File: config.mk
export PLATFORM = sky130hd
export DESIGN_NAME = mem_fill_arbiter
export DESIGN_NICKNAME = d
export VERILOG_FILES = /design/src/rtl/mem_fill_arbiter.sv
export SDC_FILE = /design/constraint.sdc
export NUM_CORES = 1
export LEC_CHECK = 0
export CAP_MARGIN = 15
export CORE_MARGIN = 2
export CORE_UTILIZATION = 41
export CTS_BUF_LIST = sky130_fd_sc_hd__clkbuf_4
export DETAILED_ROUTE_END_ITERATION = 10
export GPL_ROUTABILITY_DRIVEN = 0
export PLACE_DENSITY = 0.85
export RECOVER_POWER = 100
export SLEW_MARGIN = 0
export SYNTH_ARGS = -nofsm -noshare
export SYNTH_HDL_FRONTEND = slang
export SYNTH_SLANG_ARGS = --single-unit
File: constraint.sdc
create_clock -name clk -period 2.65 [get_ports clk]
set_input_delay 0.53 -clock clk [delete_from_list [all_inputs] [get_ports clk]]
set_output_delay 0.53 -clock clk [all_outputs]
set_load 0.01 [all_outputs]
File: src/rtl/mem_fill_arbiter.sv
// Cache line fill arbiter: serves I/D cache misses (D first) by reading a
// 4-word line from main memory one word at a time and strobing it into the cache.
module mem_fill_arbiter (
   input  logic        clk,
   input  logic        rst,
   input  logic        imiss,
   input  logic [31:0] imiss_addr,
   input  logic        dmiss,
   input  logic [31:0] dmiss_addr,
   output logic        mem_req,
   output logic [31:0] mem_addr,
   input  logic [31:0] mem_rdata,
   input  logic        mem_valid,
   output logic [31:0] fill_data,
   output logic [1:0]  fill_word,
   output logic        fill_we_i,
   output logic        fill_we_d,
   output logic        ifill,
   output logic        dfill,
   output logic        busy
);

   typedef enum logic [2:0] {
      IDLE   = 3'd0,
      FILL_I = 3'd1,
      FILL_D = 3'd2,
      DONE_I = 3'd3,
      DONE_D = 3'd4,
      HOLD   = 3'd5
   } state_t;

   state_t      state, state_next;
   logic [27:0] line;
   logic [1:0]  cnt;
   logic        filling;

   // Byte offset bits of the miss addresses are irrelevant to a line fill.
   logic unused_addr_bits;
   assign unused_addr_bits = ^{imiss_addr[3:0], dmiss_addr[3:0]};

   assign filling = (state == FILL_I) || (state == FILL_D);

   // NOTE: sequential state uses non-blocking assignments so every register
   // samples pre-edge values regardless of statement order.
   always_ff @(posedge clk) begin
      if (rst) state <= IDLE;
      else     state <= state_next;
   end

   // NOTE: state_next gets a default before the case so no path leaves it
   // unassigned, which would infer a latch.
   always_comb begin
      state_next = state;
      case (state)
         IDLE: begin
            if (dmiss)      state_next = FILL_D;
            else if (imiss) state_next = FILL_I;
         end
         FILL_I:  if (mem_valid && cnt == 2'd3) state_next = DONE_I;
         FILL_D:  if (mem_valid && cnt == 2'd3) state_next = DONE_D;
         DONE_I:  state_next = HOLD;
         DONE_D:  state_next = HOLD;
         HOLD:    state_next = IDLE;
         default: state_next = IDLE;
      endcase
   end

   always_comb begin
      mem_req = filling;
      ifill   = (state == DONE_I);
      dfill   = (state == DONE_D);
      busy    = (state != IDLE);
   end

   assign mem_addr = {line, cnt, 2'b00};

   // Line address is captured only in IDLE, so requester address changes
   // during a fill never disturb the word sequence.
   always_ff @(posedge clk) begin
      if (rst) begin
         line      <= '0;
         cnt       <= '0;
         fill_data <= '0;
         fill_word <= '0;
         fill_we_i <= 1'b0;
         fill_we_d <= 1'b0;
      end else begin
         fill_we_i <= 1'b0;
         fill_we_d <= 1'b0;
         case (state)
            IDLE: begin
               if (dmiss) begin
                  line <= dmiss_addr[31:4];
                  cnt  <= 2'd0;
               end else if (imiss) begin
                  line <= imiss_addr[31:4];
                  cnt  <= 2'd0;
               end
            end
            FILL_I, FILL_D: begin
               if (mem_valid) begin
                  fill_data <= mem_rdata;
                  fill_word <= cnt;
                  fill_we_i <= (state == FILL_I);
                  fill_we_d <= (state == FILL_D);
                  cnt       <= cnt + 2'd1;
               end
            end
            default: ;
         endcase
      end
   end

endmodule

# Word-level counts from Yosys, hierarchy flattened
# Cells that the tools add are included.
op_classes:
  eq_ne: 9
  reduce_logical: 13
  bitwise: 2
  addsub: 1
  mux: 11
op_table:
  columns: ["op", "count"]
  rows:
  - ["28-bit two-way mux", 2]
  - ["3-bit two-way mux", 4]
  - ["3-bit one-hot mux with 4 select lines", 1]
  - ["3-bit by 2-bit == test with 1-bit output, second input constant", 2]
  - ["2-bit two-way mux", 3]
  - ["3-bit AND reduction", 2]
  - ["2-bit != test, second input constant", 2]
  - ["2-bit one-hot mux with 2 select lines", 1]
  - ["2-bit AND reduction", 2]
  - ["2-bit nonzero test", 2]
  - ["2-bit OR reduction", 2]
  - ["3-bit by 1-bit == test with 1-bit output, second input constant", 1]
  - ["3-bit == test, second input constant", 1]
  - ["3-bit logical NOT", 1]
  - ["3-bit != test, second input constant", 1]
  - ["3-bit nonzero test", 1]
  - ["3-bit OR reduction", 1]
  - ["2-bit by 1-bit adder with 2-bit output, second input constant", 1]
  - ["2-bit == test, second input constant", 1]
  - ["2-bit by 1-bit != test with 1-bit output, second input constant", 1]
  - ["1-bit NOT", 2]
  - ["1-bit logical AND", 1]
  - ["1-bit logical OR", 1]
totals:
  output_inout_bits: 72
  input_bits: 101
  reg_bits: 69
  word_cells: 43

# Logic depth before layout (Yosys ltp)
# Gate-level depths: netlist (run 1).
depth:
  word_depth: 4
  mapped_depth: 8
  depth_no_buf: 5

# Worst setup path before layout (run 1)
# No wires, ideal clock.
synth_timing:
  kind: "input-to-reg"
  start: "input dmiss"
  end: "register line[10]"
  setup_ns: 0.134
  arrival_time_ns: 1.384
  setup_slack_ns: 1.131
  path_stages: 4
  required_ns: 2.516
  path_buffers: 2
  cell_sequence: "buf_2 > clkbuf_1 > mux2i_1 > a211oi_1"
synth_between:
  elab_chain_len: 2
  elab_cells_between_ends: 3
  cone_classes: "1 x mux; 2 x reduce/logical"
synth_rtl:
  columns: ["item", "line_no", "source"]
  rows:
  - ["start: declaration", "8", "input logic dmiss,"]
  - ["2-bit nonzero test (no line)", null, null]
  - ["2-bit AND reduction (no line)", null, null]
  - ["end signal: assignment", "93", "line <= dmiss_addr[31:4];"]
  - ["end signal: assignment", "96", "line <= imiss_addr[31:4];"]
  - ["end: declaration", "33", "logic [27:0] line;"]
# Parallel ways exist; a longest one is shown, timed or not.
# A chain may end at the register's enable or synchronous reset.

# Final worst setup path (run 1)
layout_timing:
  start: "register state[1]"
  end: "output mem_req"
layout_between:
  elab_chain_len: 2
  elab_cells_between_ends: 3
  cone_classes: "2 x eq/ne; 1 x reduce/logical"
layout_rtl:
  columns: ["item", "line_no", "source"]
  rows:
  - ["start: declaration", "32", "state_t state, state_next;"]
  - ["start signal: assignment", "47", "else state <= state_next;"]
  - ["3-bit by 1-bit == test with 1-bit output or 3-bit by 2-bit == test with 1-bit output (tied branches)", "41", "assign filling = (state == FILL_I) || (state == FILL_D);"]
  - ["1-bit logical OR (*)", "41", null]
  - ["end: declaration", "10", "output logic mem_req,"]
# Mark *: on every way between the ends. The rest lies on a longest branch, timed or not.

==> run_summary.xml, run 1 <==
<?xml version="1.0" encoding="UTF-8"?>
<metrics>
  <group name="clocking">
    <metric name="level_count_of_the_clock_h_tree" unit="">3</metric>
    <metric name="cts.path.max_buffers" unit="">2</metric>
    <metric name="clock_latency" unit="ns">0.38</metric>
    <metric name="root_buffer" unit="">clkbuf_4</metric>
    <metric name="ctsHoldBuffers" unit="">0</metric>
    <metric name="number_of_setup_buffers_added_after_cts" unit="">0</metric>
    <metric name="tritoncts" unit="">built</metric>
    <metric name="cts_buffers" unit="">9</metric>
    <metric name="clock-sinks" unit="">69</metric>
    <metric name="worst_setup_hold_path_clk_slew" unit="ns">0.10</metric>
    <metric name="postCtsResizedCells" unit="">0</metric>
  </group>
  <group name="grt">
    <metric name="number_of_global_route_vias_before_repair" unit="">2628</metric>
    <metric name="initial_antenna_violation_count" unit="">0</metric>
    <metric name="wire_length_of_the_first_global_routing_pass" unit="mm">11.7</metric>
    <metric name="grt_max_degree" unit="">42</metric>
    <metric name="globalRouteTotalUtil" unit="%">19.8</metric>
    <metric name="grt-ovfl-total" unit="">0</metric>
  </group>
  <group name="pwr">
    <metric name="p_int" unit="µW">2330</metric>
    <metric name="power.density_cell_area" unit="nW/µm²">828</metric>
    <metric name="combinational_group_share_of_total_power" unit="%">44.7</metric>
    <metric name="total_power" unit="µW">3700</metric>
    <metric name="power.ir.vdd_worst" unit="µV">374</metric>
    <metric name="power.switching" unit="µW">1370</metric>
    <metric name="power.leakage" unit="µW">0.00188</metric>
    <metric name="power.sequential.fraction" unit="%">40.7</metric>
    <metric name="power.share.clock" unit="%">14.6</metric>
    <metric name="switching_share" unit="%">37.1</metric>
  </group>
  <group name="place">
    <metric name="post_place_worst_slack" unit="ns">0.626</metric>
    <metric name="dp_hpwl" unit="mm">5.64</metric>
    <metric name="dpl_cell_area" unit="µm²">4390</metric>
    <metric name="port-buffer-count" unit="">162</metric>
    <metric name="place_inst" unit="">540</metric>
  </group>
  <group name="critical_path">
    <metric name="timing.reg2reg.worst_path_depth" unit="">4</metric>
    <metric name="start_kind" unit="">flop</metric>
    <metric name="cp_cell_sequence" unit="">xor2_2 &gt; and2_1 &gt; dlygate4sd3_1</metric>
    <metric name="worstPathMaxFanout" unit="">9</metric>
    <metric name="worst_path_largest_cell_delay" unit="ns">0.60</metric>
    <metric name="cp_data_required_time" unit="ns">2.12</metric>
    <metric name="cpMaxStageDelayCell" unit="">dlygate4sd3_1</metric>
    <metric name="critical_path.endpoint_type" unit="">output port</metric>
    <metric name="criticalPathCategory" unit="">reg -&gt; out</metric>
    <metric name="critPathArrivalTime" unit="ns">1.95</metric>
  </group>
  <group name="finish">
    <metric name="diodes_inserted" unit="">0</metric>
    <metric name="postLayoutCellArea" unit="µm²">4470</metric>
    <metric name="synthToLayoutAreaGrowth" unit="%">60.4</metric>
    <metric name="non_filler_cells_final" unit="">556</metric>
    <metric name="mostFrequentLayoutCells" unit="">clkdlybuf4s50_1, nand2_1, dlygate4sd3_1</metric>
    <metric name="layout.nets" unit="">573</metric>
    <metric name="most_common_cell_after_layout_fill_and_taps_aside" unit="">clkdlybuf4s50_1</metric>
    <metric name="layout_cells_sized_above_1" unit="%">4.41</metric>
  </group>
  <group name="sta">
    <metric name="worstMarginPinSlew" unit="ns">1.63</metric>
    <metric name="fin_ws" unit="ns">0.173</metric>
    <metric name="unrepaired_setup_endpoints_after_global_routing" unit="">false</metric>
    <metric name="slew-limit-headroom" unit="%">-8.89</metric>
    <metric name="finalClockSkew" unit="ns">0.00900</metric>
    <metric name="timing.final.max_slew_violations" unit="">39</metric>
    <metric name="totalNegativeSetupSlack" unit="ns">0</metric>
    <metric name="setup_viol" unit="">0</metric>
    <metric name="maximum_clock_rate" unit="MHz">404</metric>
    <metric name="final.period_utilization" unit="%">93.5</metric>
    <metric name="layout_min_cycle_time" unit="ns">2.48</metric>
    <metric name="finalHoldViolations" unit="">0</metric>
  </group>
  <group name="synth">
    <metric name="synth.ff_latch_count" unit="">69</metric>
    <metric name="syn-mean-instance-area" unit="µm²">8.68</metric>
    <metric name="synth_seq_area_share" unit="%">49.6</metric>
    <metric name="syn_inst" unit="">321</metric>
    <metric name="synth_cell_type_count" unit="">29</metric>
    <metric name="synth_top_area_share" unit="%">49.6</metric>
    <metric name="synth.cell_area" unit="µm²">2790</metric>
    <metric name="ys_warn_count" unit="">0</metric>
    <metric name="yosys-top-cells-area" unit="">dfxtp_1, mux2i_1, nand2_1, a211oi_1, a21oi_1</metric>
    <metric name="netlist.top_cell.by_area" unit="">dfxtp_1</metric>
  </group>
  <group name="status">
    <metric name="status" unit="">complete, but fails checks</metric>
    <metric name="violated_checks" unit="">capacitance limit, slew limit</metric>
  </group>
  <group name="floorplan">
    <metric name="rows" unit="">30</metric>
    <metric name="boundaryPins" unit="">173</metric>
    <metric name="dieArea" unit="µm²">7470</metric>
    <metric name="core_area" unit="µm²">6680</metric>
    <metric name="die-width" unit="µm">86.4</metric>
    <metric name="die_h" unit="µm">86.4</metric>
    <metric name="initial_core_util" unit="%">41.7</metric>
  </group>
  <group name="routing">
    <metric name="detailedRoute.firstIterationViolations" unit="">60</metric>
    <metric name="drtAntennaViolNets" unit="">0</metric>
    <metric name="wire_per_inst" unit="µm">13.5</metric>
    <metric name="drt_first_pass_iters" unit="">4</metric>
    <metric name="drc_errors" unit="">0</metric>
    <metric name="drt_wl_total" unit="mm">7.48</metric>
    <metric name="routed_via_density" unit="">4.94</metric>
    <metric name="vias" unit="">2749</metric>
  </group>
  <group name="run">
    <metric name="maxCapViolCount" unit="">1</metric>
  </group>
  <group name="hold_path">
    <metric name="hold_class" unit="">reg -&gt; reg</metric>
    <metric name="hold_depth" unit="">2</metric>
  </group>
</metrics>
==> final timing paths <==
check                        startpoint  slack, ns                         end
max               state[1]$_SDFFE_PP0P_       0.17                     mem_req
min          fill_data[30]$_SDFFE_PP0P_       0.45  fill_data[30]$_SDFFE_PP0P_
max reg2reg       state[1]$_SDFFE_PP0P_       0.39         cnt[0]$_SDFFE_PP0P_
min reg2reg  fill_data[30]$_SDFFE_PP0P_       0.45  fill_data[30]$_SDFFE_PP0P_
==> registers in the layout, indices dropped and copies added (netlist names) <==
name	flops
cnt	2
line	28
state	3
fill_word	2
fill_we_d	1
fill_we_i	1
fill_data	32
==> worst max-delay path: cells and delay by family (launching register included) <==
family	cells	cell delay, ns
DFF	1	0.55
xor gates and xnor gates	1	0.26
buffers and inverters	1	0.60
and+or+nand+nor	1	0.16
==> cells in the mapped netlist <==
| cell type | count |
|---|---|
| nor2_2 | 1 |
| ha_1 | 1 |
| conb_1 | 1 |
| and3_4 | 1 |
| inv_1 | 4 |
| nand3_1 | 1 |
| o21ai_0 | 1 |
| buf_4 | 4 |
| o31ai_1 | 2 |
| nand2_1 | 72 |
| nor3_1 | 2 |
| dfxtp_1 | 69 |
| nor2_1 | 34 |
| xor2_2 | 1 |
| buf_2 | 9 |
| a21oi_1 | 36 |
| nor4_1 | 1 |
| nor4b_1 | 1 |
| a211oi_1 | 28 |
| and2_1 | 1 |
| or4b_1 | 1 |
| nor3_2 | 1 |
| a311oi_1 | 1 |
| buf_6 | 3 |
| mux2i_1 | 28 |
| nand3b_1 | 2 |
| a31oi_1 | 1 |
| clkbuf_1 | 13 |
| a22oi_1 | 1 |
==> kinds of logic after synthesis <==
kind of cell | after synthesis | share of synthesized area [%]
other | 1 | 0.135
buffers and inverters | 33 | 6.20
DFF | 69 | 49.6
xor gates and xnor gates | 1 | 0.584
and+or+nand+nor | 118 | 17.5
muxes | 28 | 10.1
adders and majority gates | 1 | 0.449
AOI/OAI and AO/OA | 70 | 15.5
==> metal layers <==
metal	vias up	part of all wire, %	GRT usage [%]
met4	0	2.5	9.23
met1	1218	39	22.1
met5	-	0	0
met2	122	49	33.4
met3	17	9.4	7.43
li1	1392	-	-
==> area by class of cell <==
| class | instances | area [µm²] |
|---|---|---|
| fillers | 559 | 2210 |
| repair buffers | 167 | 1640 |
| flip-flops and latches | 69 | 1380 |
| multi-input cells | 220 | 1220 |
| well taps | 80 | 100 |
| clock buffers | 10 | 75.1 |
| clock inverters | 6 | 30.0 |
| inverters | 4 | 15.0 |
==> power groups by stage <==
stage               clock network [µW]  registers (µW)  logic (µW)
finish                             542            1500        1650
global route                       603            1540        1840
CTS                                559            1520        1810
detailed placement                   0            1540        1800
global placement                     0            1520        1760
floorplan                            0            1640         824
==> stage by stage <==
step | hold slack [ns] | utilization (%)
after floorplan | 0.481 | -
after global placement | 0.441 | 65.7
after detailed placement | 0.446 | 65.7
after CTS | 0.461 | 67.2
after global routing | 0.479 | 66.9
final | 0.454 | 66.9
Note: power is estimated with default switching activity, not from simulation.
==> run 2: changes to the inputs <==
Settings changed: REMOVE_ABC_BUFFERS from default to 1.
==> run 2 against run 1 <==
- the run still ends with capacitance limit, slew limit left
- hold slack better by 0.0021 ns
- wire length is 2.8% lower
- clock skew is 0.0032 ns higher
- design area is 0.59% higher
- critical path depth stayed put
- global-route usage is 0.72 points lower
- utilization is 0.39 points higher
- register-to-register slack hardly changed
- die area stayed put
- sequential power hardly changed
- cell count is 0.18% lower
==> run_summary.xml, run 2 (synthesis gave the netlist of run 1 again) <==
<?xml version="1.0" encoding="UTF-8"?>
<metrics>
  <group name="status">
    <metric name="status" unit="">complete, but fails checks</metric>
    <metric name="violated_checks" unit="">capacitance limit, slew limit</metric>
  </group>
  <group name="finish">
    <metric name="layout.nets" unit="">572</metric>
    <metric name="regs_by_ff_count" unit="">fill_data: 32 flops, line: 28 flops, state: 3 flops</metric>
    <metric name="most_common_cell_after_layout_fill_and_taps_aside" unit="">clkdlybuf4s50_1</metric>
    <metric name="mostFrequentLayoutCells" unit="">clkdlybuf4s50_1, nand2_1, dfxtp_1, dlygate4sd3_1, a21oi_1</metric>
    <metric name="diodes_inserted" unit="">0</metric>
    <metric name="largest_reg_flops" unit="">32</metric>
    <metric name="layout_cells_sized_above_1" unit="%">4.63</metric>
    <metric name="synthToLayoutAreaGrowth" unit="%">61.3</metric>
    <metric name="largest-register" unit="">fill_data</metric>
  </group>
  <group name="routing">
    <metric name="drtAntennaViolNets" unit="">0</metric>
    <metric name="vias" unit="">2724</metric>
    <metric name="drt_wl_total" unit="mm">7.28</metric>
    <metric name="drc_errors" unit="">0</metric>
    <metric name="routed_via_density" unit="">4.91</metric>
    <metric name="drt_first_pass_iters" unit="">4</metric>
    <metric name="wire_per_inst" unit="µm">13.1</metric>
    <metric name="detailedRoute.firstIterationViolations" unit="">102</metric>
  </group>
  <group name="critical_path">
    <metric name="criticalPathCategory" unit="">reg -&gt; out</metric>
    <metric name="cp_data_required_time" unit="ns">2.12</metric>
    <metric name="regToRegStartpoint" unit="">state[0]$_SDFFE_PP0P_</metric>
    <metric name="worstSetupStartpoint" unit="">state[1]$_SDFFE_PP0P_</metric>
    <metric name="critical_path.endpoint_type" unit="">output port</metric>
    <metric name="start_kind" unit="">flop</metric>
    <metric name="critPathArrivalTime" unit="ns">1.90</metric>
    <metric name="worstPathMaxFanout" unit="">9</metric>
  </group>
  <group name="sta">
    <metric name="layout_min_cycle_time" unit="ns">2.43</metric>
    <metric name="setup_viol" unit="">0</metric>
    <metric name="finalClockSkew" unit="ns">0.0122</metric>
    <metric name="final.period_utilization" unit="%">91.6</metric>
    <metric name="maximum_clock_rate" unit="MHz">412</metric>
    <metric name="unrepaired_setup_endpoints_after_global_routing" unit="">false</metric>
    <metric name="worstMarginPinSlew" unit="ns">1.78</metric>
    <metric name="finalHoldViolations" unit="">0</metric>
    <metric name="totalNegativeSetupSlack" unit="ns">0</metric>
    <metric name="slew-limit-headroom" unit="%">-18.6</metric>
    <metric name="timing.final.max_slew_violations" unit="">44</metric>
  </group>
  <group name="clocking">
    <metric name="postCtsResizedCells" unit="">0</metric>
    <metric name="clock-sinks" unit="">69</metric>
    <metric name="ctsHoldBuffers" unit="">0</metric>
    <metric name="number_of_setup_buffers_added_after_cts" unit="">0</metric>
    <metric name="clock_latency" unit="ns">0.40</metric>
    <metric name="level_count_of_the_clock_h_tree" unit="">3</metric>
    <metric name="tritoncts" unit="">built</metric>
    <metric name="cts_buffers" unit="">9</metric>
    <metric name="root_buffer" unit="">clkbuf_4</metric>
    <metric name="worst_setup_hold_path_clk_slew" unit="ns">0.11</metric>
    <metric name="cts.path.max_buffers" unit="">2</metric>
  </group>
  <group name="pwr">
    <metric name="power.leakage" unit="µW">0.00189</metric>
    <metric name="total_power" unit="µW">3790</metric>
    <metric name="power.density_cell_area" unit="nW/µm²">844</metric>
    <metric name="power.ir.vdd_worst" unit="µV">393</metric>
  </group>
  <group name="grt">
    <metric name="globalRouteTotalUtil" unit="%">19.1</metric>
    <metric name="grt-ovfl-total" unit="">0</metric>
    <metric name="wire_length_of_the_first_global_routing_pass" unit="mm">11.4</metric>
    <metric name="number_of_global_route_vias_before_repair" unit="">2549</metric>
    <metric name="grt_max_degree" unit="">57</metric>
    <metric name="initial_antenna_violation_count" unit="">0</metric>
  </group>
  <group name="run">
    <metric name="maxCapViolCount" unit="">1</metric>
  </group>
  <group name="floorplan">
    <metric name="dieArea" unit="µm²">7470</metric>
    <metric name="die_h" unit="µm">86.4</metric>
    <metric name="core_area" unit="µm²">6680</metric>
    <metric name="rows" unit="">30</metric>
    <metric name="boundaryPins" unit="">173</metric>
    <metric name="initial_core_util" unit="%">41.7</metric>
    <metric name="die-width" unit="µm">86.4</metric>
  </group>
  <group name="hold_path">
    <metric name="hold_class" unit="">reg -&gt; reg</metric>
    <metric name="start_point_of_the_worst_hold_path" unit="">fill_data[14]$_SDFFE_PP0P_</metric>
  </group>
  <group name="place">
    <metric name="port-buffer-count" unit="">162</metric>
    <metric name="dp_hpwl" unit="mm">5.44</metric>
  </group>
</metrics>
-- run 2: layer usage --
metal,GRT usage [%],part of all wire (%),vias up
met3,7.71,11,14
met1,21.6,38,1186
met5,0,0,-
met2,31.8,48,128
li1,-,-,1396
met4,8.10,2.0,0
-- run 2: where the power goes --
group | switching (µW) | internal, µW
sequential | 164 | 1340
combinational | 845 | 799
clock | 364 | 283
total | 1370 | 2420
-- run 2: cell type report --
type,instances,area [µm²]
inverter,4,15.0
sequential,69,1380
tap,80,100
multi-input combinational,220,1230
timing repair buffer,166,1640
clock buffer,9,67.6
fill,560,2190
clock inverter,7,66.3
-- run 2: through the flow --
stage	setup slack (ns)	util (%)	cell area [µm²]	hold WS [ns]	instances
6_report	0.223	67.3	4490	0.456	555
5_1_grt	0.0852	67.3	4490	0.471	555
4_1_cts	0.187	67.5	4510	0.462	555
3_5_place_dp	0.555	65.5	4380	0.446	539
3_3_place_gp	0.660	65.5	4380	0.441	539
2_1_floorplan	0.371	-	2630	0.474	293
-- run 2: critical path: stages, from the launching register on --
cell	delay, ns
dfxtp_1	0.53
xor2_2	0.26
and2_1	0.18
clkdlybuf4s50_1	0.53
-- run 2: path summary, 6_finish.rpt --
path	endpoint	slack [ns]	cells after the start
max	mem_req	0.22	3
min	fill_data[14]$_SDFFE_PP0P_	0.46	2
max reg2reg	line[20]$_SDFFE_PP0P_	0.39	6
min reg2reg	fill_data[14]$_SDFFE_PP0P_	0.46	2
